[src/rtl/regfile_wb_arbiter_pkg.sv]
// Shared register-file definitions for the writeback path.
// Widths, register count and the writeback request bundle.
package regfile_pkg;

   localparam int XLEN       = 64;
   localparam int REG_ADDR_W = 5;
   localparam int NUM_REGS   = 32;

   typedef struct packed {
      logic                  valid;
      logic [REG_ADDR_W-1:0] reg_num;
      logic [XLEN-1:0]       data;
   } wb_req_t;

   function automatic logic is_x0(input logic [REG_ADDR_W-1:0] r);
      return r == '0;
   endfunction

endpackage

[src/rtl/regfile_wb_arbiter_if.sv]
// Writeback request bus between the requesters and the arbiter.
// Requesters drive valid/reg/data/stall; the arbiter answers with ready.
interface regfile_wb_arbiter_if
   import regfile_pkg::*;
#(
   parameter int NREQ = 2,
   parameter int XLEN = 64
) ();

   logic [NREQ-1:0]                 req_valid;
   logic [NREQ-1:0][REG_ADDR_W-1:0] req_reg;
   logic [NREQ-1:0][XLEN-1:0]       req_data;
   logic [NREQ-1:0]                 req_ready;
   logic                            stall;

   modport master (
      output req_valid,
      output req_reg,
      output req_data,
      output stall,
      input  req_ready
   );

   modport slave (
      input  req_valid,
      input  req_reg,
      input  req_data,
      input  stall,
      output req_ready
   );

endinterface

[src/rtl/regfile_wb_arbiter_rr_arbiter.sv]
// Round-robin selector: one-hot grant of the first request
// found scanning upward from ptr+1 with wrap-around.
module rr_arbiter #(
   parameter  int NREQ = 2,
   localparam int IW   = $clog2(NREQ)
) (
   input  logic [NREQ-1:0] req,
   input  logic [IW-1:0]   ptr,
   output logic [NREQ-1:0] gnt
);

   logic [NREQ-1:0] hi;
   logic            found;

   // Requests above the pointer win first; otherwise wrap to the lowest.
   always_comb begin
      hi    = '0;
      gnt   = '0;
      found = 1'b0;
      for (int i = 0; i < NREQ; i++) begin
         hi[i] = req[i] && (i > int'(ptr));
      end
      for (int i = 0; i < NREQ; i++) begin
         if (!found && hi[i]) begin
            gnt[i] = 1'b1;
            found  = 1'b1;
         end
      end
      for (int i = 0; i < NREQ; i++) begin
         if (!found && req[i]) begin
            gnt[i] = 1'b1;
            found  = 1'b1;
         end
      end
   end

endmodule

[src/rtl/regfile_wb_arbiter.sv]
// Writeback arbiter: round-robin choice among NREQ requesters,
// one accepted write per cycle, registered onto the regfile write port.
module regfile_wb_arbiter
   import regfile_pkg::*;
#(
   parameter  int NREQ = 2,
   parameter  int XLEN = 64,
   localparam int IW   = $clog2(NREQ)
) (
   input  logic                  clk,
   input  logic                  reset,
   regfile_wb_arbiter_if.slave   bus,
   output logic                  reg_write,
   output logic [REG_ADDR_W-1:0] w_reg,
   output logic [XLEN-1:0]       w_data,
   output logic [IW-1:0]         grant_id
);

   logic [IW-1:0]         last_grant;
   logic [NREQ-1:0]       gnt;
   logic                  xfer;
   logic [IW-1:0]         sel;
   logic [REG_ADDR_W-1:0] sel_reg;
   logic [XLEN-1:0]       sel_data;

   rr_arbiter #(
      .NREQ (NREQ)
   ) u_rr (
      .req (bus.req_valid),
      .ptr (last_grant),
      .gnt (gnt)
   );

   // Ready never looks at reg/data, so requesters see no payload path.
   assign bus.req_ready = (reset || bus.stall) ? '0 : gnt;
   assign xfer          = |bus.req_ready;

   // Encode the one-hot grant and steer the winner's payload.
   always_comb begin
      sel      = '0;
      sel_reg  = '0;
      sel_data = '0;
      for (int i = 0; i < NREQ; i++) begin
         if (gnt[i]) begin
            sel      = IW'(i);
            sel_reg  = bus.req_reg[i];
            sel_data = bus.req_data[i];
         end
      end
   end

   // Output stage; x0 writes move the pointer but leave the port alone.
   always_ff @(posedge clk or posedge reset) begin
      if (reset) begin
         last_grant <= IW'(NREQ - 1);
         reg_write  <= 1'b0;
         w_reg      <= '0;
         w_data     <= '0;
         grant_id   <= '0;
      end else begin
         reg_write <= 1'b0;
         if (xfer) begin
            last_grant <= sel;
            if (!is_x0(sel_reg)) begin
               reg_write <= 1'b1;
               w_reg     <= sel_reg;
               w_data    <= sel_data;
               grant_id  <= sel;
            end
         end
      end
   end

endmodule
[src/flat_wrapper.sv]
// flat-port wrapper written by rule: the top's interface ports become plain ports
module regfile_wb_arbiter_flat import regfile_pkg::*;
#(
   parameter  int NREQ = 2,
   parameter  int XLEN = 64,
   localparam int IW   = $clog2(NREQ)
)
  (clk, reset, reg_write, w_reg, w_data, grant_id, bus_req_valid, bus_req_reg, bus_req_data, bus_stall, bus_req_ready);
  regfile_wb_arbiter_if #(.NREQ(NREQ), .XLEN(XLEN)) bus_i ();
  input  logic clk;
  input  logic reset;
  output logic reg_write;
  output logic [REG_ADDR_W-1:0] w_reg;
  output logic [XLEN-1:0] w_data;
  output logic [IW-1:0] grant_id;
  input wire logic [$bits(bus_i.req_valid)-1:0] bus_req_valid;
  input wire logic [$bits(bus_i.req_reg)-1:0] bus_req_reg;
  input wire logic [$bits(bus_i.req_data)-1:0] bus_req_data;
  input wire logic [$bits(bus_i.stall)-1:0] bus_stall;
  output wire logic [$bits(bus_i.req_ready)-1:0] bus_req_ready;
  assign bus_i.req_valid = bus_req_valid;
  assign bus_i.req_reg = bus_req_reg;
  assign bus_i.req_data = bus_req_data;
  assign bus_i.stall = bus_stall;
  assign bus_req_ready = bus_i.req_ready;
  regfile_wb_arbiter #(.NREQ(NREQ), .XLEN(XLEN)) u_core (.clk(clk), .reset(reset), .bus(bus_i), .reg_write(reg_write), .w_reg(w_reg), .w_data(w_data), .grant_id(grant_id));
endmodule
[config.mk]
export PLATFORM = sky130hd
export DESIGN_NAME = regfile_wb_arbiter_flat
export DESIGN_NICKNAME = d
export VERILOG_FILES = /design/src/rtl/regfile_wb_arbiter_pkg.sv /design/src/rtl/regfile_wb_arbiter_if.sv /design/src/rtl/regfile_wb_arbiter_rr_arbiter.sv /design/src/rtl/regfile_wb_arbiter.sv /design/src/flat_wrapper.sv
export SDC_FILE = /design/constraint.sdc
export NUM_CORES = 1
export LEC_CHECK = 0
export ABC_AREA = 1
export CAP_MARGIN = 0
export CORE_MARGIN = 1
export CORE_UTILIZATION = 35
export DETAILED_ROUTE_END_ITERATION = 12
export PLACE_DENSITY = 0.87
export SLEW_MARGIN = 20
export SYNTH_ARGS = -nofsm -noshare
export SYNTH_HDL_FRONTEND = slang
export SYNTH_HIERARCHICAL = 1
export SYNTH_SLANG_ARGS = --single-unit
export TNS_END_PERCENT = 5
[constraint.sdc]
create_clock -name clk -period 2.1 [get_ports clk]
set_input_delay 0.315 -clock clk [delete_from_list [all_inputs] [get_ports clk]]
set_output_delay 0.315 -clock clk [all_outputs]
set_load 0.1 [all_outputs]
======== Word-level counts from Yosys, hierarchy flattened ========
Cells that the tools add are included.
storage, ports and cells
  word-level logic and storage cells ...... 28
  input bits .............................. 143
  register bits ........................... 72
operators by class
  muxes and demuxes ....................... 12
  reduce and logical (&&, ||, !) cells .... 9
  bitwise logic cells ..................... 1
  order comparisons ....................... 1
operator list
  cell                  count
  $mux W64              2
  $mux W5               2
  $mux W1               7
  $logic_not A5 Y1      1
  $logic_and A1 B1 Y1   3
  $logic_not A1 Y1      2
  $mux W2               1
  $reduce_and A2 Y1     1
  $reduce_or A2 Y1      1
  $gt A1 B1 Y1 const A  1
  $logic_or A1 B1 Y1    1
  $not A1 Y1            1

======== Depth between registers and ports, before layout ========
Gate-level depths: netlist (run 1).
  depth after elaboration ................. 13
  mapped depth ............................ 13
  gate-level depth less buffers ........... 12

======== Hierarchy ========
The synthesis (run 1) kept the hierarchy.
by module, submodules not included
  module              instances  sequential area each (um2)  cells each  area an instance (um2)
  regfile_wb_arbiter  1          1,803.0                     414         3,712.3
  rr_arbiter          1          0.0                         5           20.0

======== Worst setup path before layout (run 1) ========
No wires, ideal clock.
  path kind ............................... flip-flop to output port
  from .................................... register u_core.last_grant
  to ...................................... output bus_req_ready[0]
  data arrival time ....................... 2.056 ns
  slack ................................... -0.271 ns
  stages on the path, launching flop included .. 5
  cells stage by stage .................... dfstp_2 > nand2_1 > nand2_1 > inv_2 > nor2_1
on the way
  longest elaborated chain between the ends .. 7
RTL lines
  what                      RTL line                             text
  start: declaration        regfile_wb_arbiter.sv:19             logic [IW-1:0] last_grant;
  start signal: assignment  regfile_wb_arbiter.sv:55             last_grant <= IW'(NREQ - 1);
  start signal: assignment  regfile_wb_arbiter.sv:63             last_grant <= sel;
  $gt A1 B1 Y1              regfile_wb_arbiter_rr_arbiter.sv:21  hi[i] = req[i] && (i > int'(ptr));
  $logic_and A1 B1 Y1       regfile_wb_arbiter_rr_arbiter.sv:21
  $mux W1                   regfile_wb_arbiter_rr_arbiter.sv:24  if (!found && hi[i]) begin
  $logic_not A1 Y1          regfile_wb_arbiter_rr_arbiter.sv:30  if (!found && req[i]) begin
  $logic_and A1 B1 Y1       regfile_wb_arbiter_rr_arbiter.sv:30
  $mux W1                   regfile_wb_arbiter_rr_arbiter.sv:30
  net u_core.gnt[0]         regfile_wb_arbiter.sv:20             logic [NREQ-1:0] gnt;
  $mux W2                   regfile_wb_arbiter.sv:35             assign bus.req_ready = (reset || bus.stall) ? '0 : gnt;
  end: declaration          flat_wrapper.sv:20                   output wire logic [$bits(bus_i.req_ready)-1:0] bus_req_ready;
The timed path passes the listed nets, and every way through them passes these cells.

======== Worst setup path after layout (run 1) ========
Same ends and word-level chain as after synthesis.

==> reports/metrics.yaml, run 1 <==
largest_reg_flops: 64
ant_nets: 0
maxCapViolCount: 0
dp.cells: 754
synth_top_area_cell: "dfrtp_1"
slew_viol_final: 0
post_cts_buffers: 0
rr_worst_depth: 12
cp.arrival_ns: 1.69
skew_ns: 0.00970
leakage_nw: 3.05
crit_path_start: "u_core/last_grant"
drt_iter0_drc: 154
period_share_pct: 95.3
syn_area_per_cell_um2: 8.91
rsz0062_at_grt: "false"
numCtsBuffers: 9
coreArea_um2: 10300
gp_congestion: 0.900
fin_ws_ns: 0.0986
intPower_mw: 3.59
fin_tns_setup_ns: 0
n_antenna_cell: 0
drive_gt1_share_pct: 21.5
cp.required_ns: 1.78
h-tree-depth: 3
syn_to_final_growth_pct: 65.7
cp_max_fo: 5
fin_cells: 770
multi_input_area_um2: 1690
synthCells: 419
status: "finished clean"
worstSetupStartpointType: "flop"
numPortBuffers: 215
drc: 0
clkPwrFrac_pct: 13.5
overflow: 0
initial_core_util_pct: 36.2
synth_area_um2: 3730
synth_top_cells_by_area: "dfrtp_1 (48%), nand2_1 (16%), a22o_1 (15%), nand3_1 (8.2%), nand3_2 (3.0%)"
hold_buffers: 0
fin_crit_ns: 2.00
p_sw_mw: 4.65
die_w_um: 105
ioPinCount: 216
clockRootBuffer: "clkbuf_8"
nNetsFinal: 772
pwr-share-comb_pct: 61.7
synth-seq-cells: 72
fillers: 895
clk_transition_reported_paths_ns: 0.08
power_density_nw_per_um2: 1330
mostFrequentLayoutCells: "nand2_1 (155), clkdlybuf4s50_1 (142), buf_4 (81), dfrtp_1 (71), a22o_1 (64)"
vias_per_cell: 4.99
first_global_vias: 3844
fp.dieH_um: 105
r2r-start: "u_core/last_grant"
power_frac_seq_pct: 24.8
switching_share_pct: 56.4
fp-row-count: 37
yosysWarnings: 6
cts_tree: "done"
max-clock-path-buffers: 2
relSlewSlack_pct: 62.0
crit_type: "reg -> out"
hold_viol_final: 0
cp_slowest_cell: "dfstp_2"
drtPass1Iterations: 4
r2r_slack_ns: 0.27
netlist.area_leader.share_pct: 47.6
seq_area_um2: 1800
timing.hold.worst.class: "in -> async"
setup_viol: 0
endpoint: "bus_req_ready[0]"
clkSinkCount: 72
preCtsSetupSlack_ns: -0.0832
vdd_ir_drop_max_v: 0.000911
worstMarginPinSlew_ns: 0.569
cp-end-kind: "output pin"
vias: 3839
max_clock_freq_mhz: 500
clk_latency_ns: 0.33
avgRoutedWirePerCell_um: 14.9
synth_nets: 562
timing.rr.end: "u_core/w_data[10]"
grt_max_degree: 41
antenna_found_initial: 0
wl_um: 11500
grt_pass1_wl_um: 18500
critical_path.max_stage_delay_ns: 0.57
ys_types: 21
layout_commonest_cell: "nand2_1"
ys_seq_area_share_pct: 48.3
die-area_um2: 11100
crit_path_cell_trace: "nand2_1, nand2_2, inv_2, buf_4, nor2_2, buf_12"
grtUsageTotal_pct: 21.0
place_hpwl_um: 8790
-- cells in the mapped netlist --
library cell / count
a21oi_1: 1
a21oi_4: 1
a22o_1: 64
buf_2: 19
buf_4: 3
buf_6: 9
clkbuf_1: 6
dfrtp_1: 71
dfstp_2: 1
inv_1: 2
inv_2: 3
inv_4: 1
nand2_1: 156
nand2_8: 1
nand3_1: 61
nand3_2: 11
nand3_4: 1
nor2_1: 2
nor2_2: 3
o21ai_0: 2
or2_1: 1
-- cell families (layout without fill, tap and decap cells) --
group | Yosys count | after routing | synth area share [%]
AOI/OAI and AO/OA | 68 | 68 | 15.9
DFF | 72 | 72 | 48.3
buffers and inverters | 43 | 258 | 7.14
and+or+nand+nor | 236 | 236 | 28.7
-- metrics by stage --
step	hold slack (ns)	util, %	cell area, µm²	power (mW)
after floorplan	0.482	-	3740	5.84
after global placement	0.456	57.9	5970	7.09
after detailed placement	0.459	57.9	5970	7.16
after CTS	0.365	59.9	6180	8.29
after global routing	0.401	59.9	6180	8.57
final	0.368	59.9	6180	8.25
-- per-layer routing --
metal | share of wire, % | up-vias | GRT usage (%)
met5 | 0 | - | 0
met4 | 1.5 | 0 | 6.24
met3 | 5.9 | 13 | 4.08
met2 | 53 | 157 | 39.0
met1 | 40 | 1813 | 24.2
li1 | - | 1856 | -
-- critical path: cells and delay by family (launching register included) --
family | cells | cell delay, ns
buffers and inverters | 3 | 0.42
and+or+nand+nor | 3 | 0.37
DFF | 1 | 0.57
-- worst min path at each step --
stage	slack (ns)	cells past startpoint	startpoint	endpoint
floorplan	0.48	2	u_core/last_grant	u_core/last_grant
detailed placement	0.46	2	u_core/w_data[34]	u_core/w_data[34]
finish	0.37	2	reset	u_core/w_reg[3]
global route	0.40	2	reset	u_core/w_reg[3]
global placement	0.46	2	u_core/w_data[51]	u_core/w_data[51]
CTS	0.36	2	reset	u_core/w_reg[3]
-- power by group through the flow --
stage	registers, mW	clock network (mW)	logic [mW]
after floorplan	5.01	0	0.828
after global placement	2.06	0	5.03
after detailed placement	2.06	0	5.10
after CTS	2.05	1.14	5.10
after global routing	2.09	1.20	5.28
final	2.05	1.11	5.09
-- cell type report --
class / count / share of cell area [%]
clock buffers: 12 / 2.51
clock inverters: 4 / 0.850
repair buffers: 236 / 37.0
well taps: 136 / 2.75
flip-flops and latches: 72 / 29.2
inverters: 6 / 0.425
multi-input cells: 304 / 27.3
-- timing repair --
| action | in CTS | in global routing |
|---|---|---|
| resized for setup | 0 | 1 |
| hold endpoints to repair | 0 | 0 |
| endpoints found under the setup margin | 0 | 1 |
Note: power is estimated with default switching activity, not from simulation.
==> run 2: changes to the inputs <==
--- a/config.mk
+++ b/config.mk
@@ -10,7 +10,7 @@
 export CORE_MARGIN = 1
 export CORE_UTILIZATION = 35
 export DETAILED_ROUTE_END_ITERATION = 12
-export PLACE_DENSITY = 0.87
+export PLACE_DENSITY = 0.85
 export SLEW_MARGIN = 20
 export SYNTH_ARGS = -nofsm -noshare
 export SYNTH_HDL_FRONTEND = slang
==> run 2 against run 1 <==
Against the previous run:
- die area stayed put
- clock skew is 0.0028 ns lower
- global-route usage hardly changed
- setup slack better by 0.011 ns
- final cell count is 0.26% lower
- wire length is 1.4% lower
- sequential power hardly changed
- non-clock buffer count is 2 lower
- hold slack hardly changed
- critical endpoint unchanged
- largest cell class unchanged
==> reports/metrics.yaml, run 2 (same netlist as run 1, synthesis figures left out) <==
post_cts_buffers: 0  # unchanged
preCtsSetupSlack_ns: -0.125  # -0.0419 ns
initial_core_util_pct: 36.2  # unchanged
crit_path_cell_trace: "nand2_1, nand2_2, inv_2, buf_4, nor2_2, buf_12"
die_w_um: 105  # unchanged
layout_commonest_cell: "nand2_1"
status: "finished clean"
r2r_slack_ns: 0.24  # -0.03 ns
grtUsageTotal_pct: 21.0  # about the same
clockRootBuffer: "clkbuf_8"
timing.hold.worst.class: "in -> async"
leakage_nw: 3.04  # -0.42%
hold_viol_final: 0  # unchanged
power_density_nw_per_um2: 1320  # -1.1%
numPortBuffers: 215  # unchanged
grt_max_degree: 73  # +78%
max_clock_freq_mhz: 502  # +0.54%
overflow: 0  # unchanged
cp.arrival_ns: 1.68  # about the same
rsz0062_at_grt: "false"
wl_um: 11300  # -1.4%
cp_max_fo: 5  # unchanged
path_buf_inv: 3  # unchanged
avgRoutedWirePerCell_um: 14.7  # -1.1%
cp-end-kind: "output pin"
mostFrequentLayoutCells: "nand2_1 (155), clkdlybuf4s50_1 (142), buf_4 (79), dfrtp_1 (71), a22o_1 (64)"
fin_util_pct: 59.3  # -0.57 points
numCtsBuffers: 9  # unchanged
fp-row-count: 37  # unchanged
coreArea_um2: 10300  # unchanged
fin_ws_ns: 0.109  # +0.0108 ns
slew_viol_final: 0  # unchanged
max-clock-path-buffers: 2  # unchanged
clk_transition_reported_paths_ns: 0.07  # about the same
r2r-start: "u_core/last_grant"
cp.required_ns: 1.78  # about the same
vdd_ir_drop_max_v: 0.000936  # +2.7%
fillers: 898  # +0.34%
n_antenna_cell: 0  # unchanged
critical_path_depth: 6  # unchanged
vias: 3836  # -0.078%
worstMarginPinSlew_ns: 0.397  # -0.172 ns
place_hpwl_um: 8480  # -3.6%
crit_family: "flip-flops"
vias_per_cell: 4.99  # +0.18%
drive_gt1_share_pct: 21.0  # -0.41 points
gp_congestion: 0.850  # -5.6%
cp_slowest_cell: "dfstp_2"
crit_type: "reg -> out"
relSlewSlack_pct: 73.6  # +12 points
first_global_vias: 3880  # +0.94%
cts_tree: "done"
crit_path_start: "u_core/last_grant"
drt_iter0_drc: 131  # -15%
rr_worst_depth: 12  # unchanged
die-area_um2: 11100  # unchanged
h-tree-depth: 3  # unchanged
fin_crit_ns: 1.99  # -0.0108 ns
setup_viol: 0  # unchanged
maxCapViolCount: 0  # unchanged
worstSetupStartpointType: "flop"
antenna_found_initial: 0  # unchanged
syn_to_final_growth_pct: 64.1
skew_ns: 0.00689  # -0.00281 ns
timing.rr.end: "u_core/w_data[14]"
fp.dieH_um: 105  # unchanged
drc: 0  # unchanged
critical_path.max_stage_delay_ns: 0.58  # about the same
grt_pass1_wl_um: 18400  # -0.30%
drtPass1Iterations: 4  # unchanged
period_share_pct: 94.8  # -0.52 points
ioPinCount: 216  # unchanged
largest_reg_flops: 64  # unchanged
hold_buffers: 0  # unchanged
clk_latency_ns: 0.34  # about the same
clkSinkCount: 72  # unchanged
ant_nets: 0  # unchanged
nNetsFinal: 770  # -0.26%
==> run 2: layout make-up <==
cell class                      count  area (µm²)  area share, %
Clock buffer                       12         145           2.37
Clock inverter                      4        20.0          0.327
Inverter                            6        25.0          0.409
Multi-Input combinational cell    304        1690           27.5
Sequential cell                    72        1800           29.4
Tap cell                          136         170           2.78
Timing Repair Buffer              234        2270           37.1
==> run 2: repair_timing <==
item                       in CTS  in global routing
setup endpoints to repair       0                  1
hold endpoints to repair        0                  0
gates resized for setup         0                  1
==> run 2: where the power goes <==
| part | total, mW | switching (mW) | internal [mW] | leakage, nW |
|---|---|---|---|---|
| combinational | 5.08 | 3.90 | 1.18 | 2.02 |
| sequential | 2.06 | 0.255 | 1.80 | 0.931 |
| clock | 0.944 | 0.490 | 0.454 | 0.0899 |
==> run 2: worst register-to-register path: stages (launching register included) <==
cell and delay, ns:
dfstp_2 0.58, nand2_1 0.08, nand2_2 0.13, inv_2 0.09, nor2_4 0.11, nand2_1 0.07, nand2_1 0.10, inv_2 0.05
nand3_4 0.16, nand2_8 0.09, buf_12 0.17, nand2_1 0.08, nand2_1 0.05
==> run 2: worst max path at each step <==
stage | end | slack (ns)
finish | bus_req_ready[0] | 0.11
global route | bus_req_ready[0] | 0.01
CTS | bus_req_ready[0] | 0.03
detailed placement | u_core/w_data[42] | -0.13
global placement | u_core/w_data[11] | -0.02
floorplan | u_core/grant_id | -0.04
==> run 2: stage by stage <==
stage	std cells	instance area, µm²	setup TNS, ns	total power, mW	hold WS, ns
6_report	768	6120	0	8.08	0.368
3_5_place_dp	752	5960	-7.55	7.17	0.461
5_1_grt	768	6120	0	8.43	0.421
4_1_cts	768	6120	0	8.13	0.408
2_1_floorplan	419	3740	-2.72	5.84	0.482
3_3_place_gp	752	5960	-0.878	7.09	0.455
==> run 2: routing by layer <==
metal | global-route usage, % | wire, µm | vias up
li1 | - | - | 1848
met1 | 23.9 | 4400 | 1804
met2 | 36.9 | 5770 | 156
met3 | 5.07 | 740 | 28
met4 | 9.66 | 387 | 0
met5 | 0 | 0 | -
==> run 3: changes to the inputs <==
==> constraint.sdc (replaced) <==
create_clock -name clk -period 2.1 [get_ports clk]
set_input_delay 0.42 -clock clk [delete_from_list [all_inputs] [get_ports clk]]
set_output_delay 0.42 -clock clk [all_outputs]
set_load 0.1 [all_outputs]
==> run 3 against run 2 <==
Against the previous run:
- clock power increased by 43%
- design area is 2.4% higher
- clock-buffer cell count down 1
- critical path depth unchanged
- non-clock buffer count increased by 6
- total power increased by 5.4%
- core utilization up 1.4 points
- critical endpoint unchanged
==> reports/metrics.yaml, run 3 (same netlist as run 1, synthesis figures left out) <==
die_w_um: 105  # unchanged
max-clock-path-buffers: 2  # unchanged
path_buf_inv: 3  # unchanged
fin_crit_ns: 2.00  # +0.0105 ns
hold_buffers: 0  # unchanged
fin_cells: 774  # +0.78%
cp_slowest_cell: "dfstp_2"
r2r-start: "u_core/last_grant"
relSlewSlack_pct: 74.5  # +0.92 points
dpl_cell_area_um2: 5990  # +0.50%
cp_max_fo: 4  # -1
critical_path_depth: 6  # unchanged
crit_type: "reg -> out"
wl_um: 11500  # +1.7%
clockRootBuffer: "clkbuf_8"
clk_transition_reported_paths_ns: 0.08  # about the same
vdd_ir_drop_max_v: 0.000878  # -6.2%
initial_core_util_pct: 36.2  # unchanged
numPortBuffers: 215  # unchanged
period_share_pct: 95.3  # +0.50 points
crit_path_cell_trace: "nand2_1, nand2_2, inv_2, buf_4, nor2_4, buf_12"
hold_viol_final: 0  # unchanged
cp-end-kind: "output pin"
syn_to_final_growth_pct: 68.0
vias: 3896  # +1.6%
worstMarginPinSlew_ns: 0.383  # -0.0139 ns
r2r_slack_ns: 0.19  # -0.05 ns
preCtsSetupSlack_ns: -0.219  # -0.0938 ns
layout_commonest_cell: "nand2_1"
cts_tree: "done"
avgRoutedWirePerCell_um: 14.9  # +0.95%
maxCapViolCount: 0  # unchanged
n_antenna_cell: 0  # unchanged
vias_per_cell: 5.03  # +0.78%
cp.required_ns: 1.68  # -0.10 ns
drtPass1Iterations: 5  # +1
timing.hold.worst.class: "reg -> reg"
fin_ws_ns: 0.0990  # -0.0105 ns
leakage_nw: 3.11  # +2.5%
hold_depth: 2
worstSetupStartpointType: "flop"
p_total_mw: 8.51  # +5.4%
hold-worst-slack_ns: 0.476  # +0.108 ns
fin_tns_setup_ns: 0  # unchanged
mostFrequentLayoutCells: "nand2_1 (155), clkdlybuf4s50_1 (140), buf_4 (85), dfrtp_1 (71), a22o_1 (64)"
h-tree-depth: 3  # unchanged
final_area_um2: 6270  # +2.4%
grt_pass1_wl_um: 18300  # -1.0%
grtUsageTotal_pct: 20.6  # -0.38 points
ioPinCount: 216  # unchanged
clk_latency_ns: 0.32  # -0.02 ns
skew_ns: 0.00663  # -0.000262 ns
coreArea_um2: 10300  # unchanged
max_clock_freq_mhz: 500  # -0.52%
numCtsBuffers: 9  # unchanged
dp.cells: 756  # +0.53%
rsz0062_at_grt: "false"
fp.dieH_um: 105  # unchanged
drive_gt1_share_pct: 22.3  # +1.2 points
drt_iter0_drc: 198  # +51%
nNetsFinal: 776  # +0.78%
slew_viol_final: 0  # unchanged
ant_nets: 0  # unchanged
gp_congestion: 0.839  # -1.2%
grt_max_degree: 73  # unchanged
overflow: 0  # unchanged
largest_reg_flops: 64  # unchanged
crit_family: "flip-flops"
die-area_um2: 11100  # unchanged
clkSinkCount: 72  # unchanged
power_density_nw_per_um2: 1360  # +3.0%
rr_worst_depth: 11  # -1
worstHoldStart: "u_core/w_data[54]"
antenna_found_initial: 0  # unchanged
status: "finished clean"
whs_endpoint: "u_core/w_data[54]"
first_global_vias: 3821  # -1.5%
fin_util_pct: 60.7  # +1.4 points
cp.arrival_ns: 1.58  # -0.10 ns
fp-row-count: 37  # unchanged
critical_path.max_stage_delay_ns: 0.56  # -0.02 ns
drc: 0  # unchanged
timing.rr.end: "u_core/w_data[61]"
setup_viol: 0  # unchanged
place_hpwl_um: 8620  # +1.7%
-- run 3: worst min-delay path, delay by kind of cell (launching register included) --
kind             cells  cell delay [ns]
AND/OR/NAND/NOR      2             0.09
flip-flops           1             0.35
-- run 3: layer usage --
metal	track usage (%)	part of all wire, %	vias up
li1	-	-	1857
met1	23.4	39	1852
met2	38.3	53	175
met3	4.76	7.0	12
met4	5.84	1.2	0
met5	0	0	-
-- run 3: worst max path at each step --
stage	slack [ns]	end	from
floorplan	-0.14	u_core/grant_id	reset
global placement	-0.13	u_core/w_data[1]	bus_req_valid[0]
detailed placement	-0.22	u_core/w_data[7]	bus_req_valid[0]
CTS	0.0007	bus_req_ready[0]	u_core/last_grant
global route	0.03	bus_req_ready[0]	u_core/last_grant
finish	0.1	bus_req_ready[0]	u_core/last_grant
-- run 3: report_power, final --
part	total [mW]	internal (mW)	leakage, nW	switching (mW)
clock network	1.35	0.852	0.126	0.493
registers	2.06	1.80	0.931	0.258
logic	5.11	1.20	2.06	3.91
total	8.51	3.85	3.11	4.67
-- run 3: final cells by class --
cell class	count	area [µm²]
fill	889	4050
timing repair buffer	240	2320
sequential	72	1800
multi-input combinational	304	1700
tap	136	170
clock buffer	11	151
clock inverter	5	103
inverter	6	25.0
-- run 3: timing repair --
action,4_1_cts,5_1_grt
gates resized for setup,4,2
pin swaps,1,2
cloned,0,0
setup endpoints to repair,2,2
setup buffers,0,2
